### src/rtl/two_byte_sort.sv
// Two-input compare-and-swap element: presents a registered pair in sorted order.
// Sort direction and signedness are fixed at elaboration.
module two_byte_sort #(
  parameter int WIDTH      = 8,
  parameter int DESCENDING = 0,
  parameter int SIGNED     = 0
) (
  input  logic             clock,
  input  logic             reset,
  input  logic [WIDTH-1:0] word1,
  input  logic [WIDTH-1:0] word2,
  output logic [WIDTH-1:0] left,
  output logic [WIDTH-1:0] right
);

  function automatic logic is_greater(input logic [WIDTH-1:0] a, input logic [WIDTH-1:0] b);
    logic signed [WIDTH-1:0] sa;
    logic signed [WIDTH-1:0] sb;
    sa = a;
    sb = b;
    if (SIGNED != 0) return sa > sb;
    else             return a > b;
  endfunction

  logic             swap_p0;
  logic [WIDTH-1:0] left_p0;
  logic [WIDTH-1:0] right_p0;
  logic [WIDTH-1:0] left_p1;
  logic [WIDTH-1:0] right_p1;

  // Stage p0: combinational compare; ties never swap so equal words pass straight through
  always_comb begin
    swap_p0  = (DESCENDING != 0) ? is_greater(word2, word1) : is_greater(word1, word2);
    left_p0  = swap_p0 ? word2 : word1;
    right_p0 = swap_p0 ? word1 : word2;
  end

  // Stage p1: output register, cleared asynchronously so stale pairs never leak past reset
  always_ff @(posedge clock or negedge reset) begin
    if (!reset) begin
      left_p1  <= '0;
      right_p1 <= '0;
    end else begin
      left_p1  <= left_p0;
      right_p1 <= right_p0;
    end
  end

  assign left  = left_p1;
  assign right = right_p1;

endmodule

### config.mk
export PLATFORM = sky130hd
export DESIGN_NAME = two_byte_sort
export DESIGN_NICKNAME = d
export VERILOG_FILES = /design/src/rtl/two_byte_sort.sv
export SDC_FILE = /design/constraint.sdc
export NUM_CORES = 1
export LEC_CHECK = 0
export ABC_AREA = 0
export CORE_UTILIZATION = 42
export CTS_CLUSTER_SIZE = 14
export DETAILED_ROUTE_END_ITERATION = 8
export HOLD_SLACK_MARGIN = 0.12
export PLACE_DENSITY = 0.89
export SYNTH_ARGS = -nofsm -noshare
export SYNTH_HDL_FRONTEND = slang
export SYNTH_SLANG_ARGS = --single-unit
### constraint.sdc
create_clock -name clock -period 0.8 [get_ports clock]
set_input_delay 0.2 -clock clock [delete_from_list [all_inputs] [get_ports clock]]
set_output_delay 0.2 -clock clock [all_outputs]
set_load 0.005 [all_outputs]
* Yosys cells after proc, flatten, opt, wreduce, memory -nomap -nowiden
Index checks and enable logic that the tools add are counted.
** Cells by class
- Muxes and demuxes :: 2
- $lt $le $gt $ge :: 1
** Operator list (number)
- 2-to-1 mux 8 bit :: 2
- > comparator 8 bit :: 1
** Storage, ports and cells
- Bits in registers :: 16
- Bits of input ports :: 18
- Output and inout bits :: 16

* Depth between registers and ports, before layout
- Word-level depth :: 2
- Depth in mapped cells :: 8
- Depth with buffers taken out :: 7

* Worst setup path after synthesis
No wires, ideal clock.
- Path kind :: input port to flip-flop
- Start point :: input word2[1]
- End point :: register left_p1[4], in the netlist left[4]
- Setup time :: 0.125 ns
- Stages on the path :: 8
- Path buffers :: 1
- Data required time :: 0.675 ns
- Path slack :: -0.872 ns
- Arrival :: 1.547 ns
- Cell sequence :: inv_1 > ha_1 > nor2b_4 > o211ai_2 > a21oi_2 > o22ai_4 > buf_12 > mux2_4
** On the way
- Cells in the longest elaborated chain, start to end :: 2
** RTL lines
- from (decl) :: line 11 : input logic [WIDTH-1:0] word2,
- > comparator 8 bit :: line 22 : else return a > b;
- 2-to-1 mux 8 bit :: line 34 : left_p0 = swap_p0 ? word2 : word1;
- named net left_p0[4] :: line 26 : logic [WIDTH-1:0] left_p0;
- to (signal assigned) :: line 44 : left_p1 <= left_p0;
- to (decl) :: line 28 : logic [WIDTH-1:0] left_p1;
The timed path passes the listed nets, and every way through them passes these cells.

* Worst setup path in the final report
- Start point :: input word2[1]
- End point :: register left_p1[7], in the netlist left[7]
The elaborated chain is that of the path after synthesis.

==> reports/results.env <==
DESIGN.PORTCOUNT=34
AREA_DELTA_SYNTH_FINAL_PCT=62.1
SYNTHTOPCELLSBYCOUNT='16 x sky130_fd_sc_hd__dfrtp_1, 10 x sky130_fd_sc_hd__mux2_4, 8 x sky130_fd_sc_hd__ha_1, 8 x sky130_fd_sc_hd__inv_1, 6 x sky130_fd_sc_hd__mux2_2'
TRITONCTS='built'
POWER-PER-CELL-AREA_mW_PER_MM2=1510
WORSTHOLDSTART='word2[5]'
TOTALPOWERFINAL_mW=2.15
NETS=133
GRT_UTIL_ALL_LAYERS_PCT=21.1
NUMBER_OF_ANTENNA_VIOLATIONS_AT_THE_FIRST_CHECK_IN_GLOBAL_ROUTING=0
DIODE_COUNT=0
SYNTH_AREA_LEADERS='sky130_fd_sc_hd__dfrtp_1 46%, sky130_fd_sc_hd__mux2_4 17%, sky130_fd_sc_hd__ha_1 11%, sky130_fd_sc_hd__mux2_2 7.7%, sky130_fd_sc_hd__inv_1 3.4%'
CTS_MAX_PATH_BUFFERS=2
DRT_FIRST_PASS_ITERS=4
GRT_OVERFLOW_TOTAL=0
SETUP_SLACK_PS=-652
WORST_PATH_LARGEST_CELL_DELAY_PS=300
ANT_NETS=0
YOSYSSEQAREASHARE_PCT=45.6
VIOLATIONS='negative setup slack'
SLEW-LIMIT-HEADROOM_PCT=82.0
POSTSYNTHCELLCOUNT=60
CTS_BUFS_INSERTED=3
DESIGN.DIE.AREA_MM2=0.00228
VIA_COUNT=662
HOLD-PATH-CELL-COUNT=2
SYNTHDOMINANTCELLAREASHARE_PCT=45.6
POSTSYNTHREGISTERBITS=16
SETUP_TOTAL_NEGATIVE_SLACK_PS=-12830
RUN_STATUS='finished with violations'
DIEHEIGHT_UM=47.7
TIMING.HOLD.WORST_ENDPOINT='right[5]$_DFF_PN0_'
DIE_W_UM=47.7
SLEW_AT_THE_PIN_CLOSEST_TO_ITS_MAX_SLEW_LIMIT_PS=277
CRITICAL_PATH_CLASS='in2reg'
FINISH.UTILIZATION_PCT=72.4
PLACE_HPWL_MM=1.59
FLOORPLAN.INITIALDENSITY_PCT=44.7
TOTAL_LEAKAGE_POWER_nW=0.676
WIRE_PER_INST_UM=16.5
YOSYSWARNINGCOUNT=0
VIA_DENSITY_PER_INSTANCE=5.02
PATH_CLK_SLEW_PS=90
MAX_FREQ_MHz=689
PRE_CTS_WS_PS=-1510
CRITPATHMOSTFREQUENTCELL='sky130_fd_sc_hd__buf_12'
MIN_PATH_TYPE='in2reg'
CRITPATHTOPFAMILY='compound AO/OA/AOI/OAI gates'
VDD_IR_DROP_MAX_mV=0.917
SYNTH_EDF_COUNT=0
WORST_SETUP_PATH_STARTPOINT='word2[1]'
GRT_SETUP_UNREPAIRED='true'
CORE-AREA_MM2=0.00196
DRT_ITER0_MARKERS=9
ROW_COUNT=16
ENDPOINT_KIND='register'
VIA_COUNT_OF_THE_FIRST_GLOBAL_ROUTING_PASS=684
CLOCKROOTBUFFER='sky130_fd_sc_hd__clkbuf_4'
POSTSYNTHAREAPERCELL_UM2=14.6
CTS_HTREE_LEVELS=1
LAYOUT_WORST_PATH_CYCLE_SHARE_PCT=181
SYNTHMOSTINSTANTIATEDCELL='sky130_fd_sc_hd__dfrtp_1'
SETUP.WORST_PATH.START_CLASS='primary input'
SETUP_VIOL=32
CRITICAL_PATH_ARRIVAL_PS=1610
PLACEMENT.IO_BUFFERS=33
NETLIST_AREA_UM2=877
DRT_DRC_VIOLATIONS_LEFT=0
PROPORTION_OF_LAYOUT_CELLS_WITH_A_DRIVE_SUFFIX_ABOVE_1_PCT=81.0
AGGREGATE_ROUTED_WIRE_LENGTH_MM=2.18
TIMING.FINAL.HOLD_VIOLATIONS=0
TIMING.CRITICAL_PATH.CELLS='buf_12 > inv_12 > ha_4 > nor2b_4 > o211ai_2 > a21oi_4 > o22ai_4 > buf_12 > mux2_4'
FINALCRITICALPERIOD_PS=1450
CTS.SINK_COUNT=16
CP_NUM_BUF_INV=3
FINAL_CELL_COUNT_NO_FILL=132
SYNTH.NET_COUNT=86
MAX-CAP-VIOLATIONS=0
DRV_SLEW=0
GRT_MAX_DEGREE=17
SYNTHFLOPTYPE='sky130_fd_sc_hd__dfrtp_1'
CP.REQUIRED_PS=960
CRIT_PATH_TOP_DELAY_CELL='sky130_fd_sc_hd__mux2_4'
CTS_HOLD_BUFFERS=0
GRT_FIRST_PASS_WIRELENGTH_MM=3.25
CRITICAL_PATH.MAX_FANOUT=8
SYNTHDISTINCTLIBCELLS=15
YS_ASYNC_SR_FRACTION_PCT=100
DPL.CELL_COUNT=128
SYNTH_TOP_AREA_CELL='sky130_fd_sc_hd__dfrtp_1'
GP_CONGESTION=0.668
-- layout make-up --
| class | instances | area (µm²) |
|---|---|---|
| clock buffers | 3 | 22.5 |
| well taps | 27 | 33.8 |
| inverters | 8 | 42.5 |
| repair buffers | 43 | 330 |
| fillers | 131 | 541 |
| flip-flops and latches | 16 | 400 |
| multi-input cells | 35 | 592 |
-- per-layer routing --
metal | vias to the layer above | global-route usage (%) | routed length, µm
met5 | - | 0 | 0
met4 | 0 | 8.89 | 25
met3 | 2 | 3.77 | 132
met2 | 28 | 35.4 | 1130
met1 | 328 | 26.6 | 889
li1 | 304 | - | -
-- where the power goes --
group | internal (mW) | switching [mW] | total (mW)
logic | 0.488 | 0.343 | 0.830
registers | 0.900 | 0.0236 | 0.923
clock network | 0.174 | 0.219 | 0.393
-- cell usage in the layout, fill, tap and decap left out, types with 3 or more instances in the layout --
master,n
sky130_fd_sc_hd__ha_4,8
sky130_fd_sc_hd__buf_12,3
sky130_fd_sc_hd__a21oi_4,3
sky130_fd_sc_hd__clkdlybuf4s15_2,3
sky130_fd_sc_hd__mux2_4,16
sky130_fd_sc_hd__buf_2,27
sky130_fd_sc_hd__clkbuf_4,3
sky130_fd_sc_hd__inv_2,6
sky130_fd_sc_hd__buf_4,7
sky130_fd_sc_hd__dfrtp_1,16
-- worst max path at each step --
stage | to | slack, ps | cells after the start
after floorplan | left[4]$_DFF_PN0_ | -800 | 8
after global placement | right[7]$_DFF_PN0_ | -1450 | 9
after detailed placement | left[7]$_DFF_PN0_ | -1510 | 9
after CTS | left[7]$_DFF_PN0_ | -620 | 9
after global routing | left[1]$_DFF_PN0_ | -660 | 9
final | left[7]$_DFF_PN0_ | -650 | 9
-- kinds of logic (layout without fill, tap and decap cells) --
| group | Yosys count | in the layout | share of synthesized area [%] |
|---|---|---|---|
| buffers and inverters | 9 | 54 | 5.71 |
| adder cells (fa/ha/maj) | 8 | 8 | 11.4 |
| flip-flops | 16 | 16 | 45.6 |
| multiplexers | 16 | 16 | 24.8 |
| AO/OA/AOI/OAI | 7 | 7 | 8.27 |
| AND/OR/NAND/NOR | 4 | 4 | 4.14 |
-- what timing repair did --
item | 4_1_cts | 5_1_grt
gates cloned | 1 | 0
gates resized for setup | 153 | 2
setup endpoints to repair | 32 | 32
buffers inserted | 0 | 0
pin swaps | 13 | 3
-- through the flow --
step	hold WS, ps	instance area, µm²
floorplan	-95.6	922
global placement	548	1360
detailed placement	554	1360
CTS	177	1420
global route	205	1420
finish	201	1420
-- registers in the layout, summed over array words and instances (netlist names) --
register  count
left          8
right         8
Power figures use the tool's default switching activity.
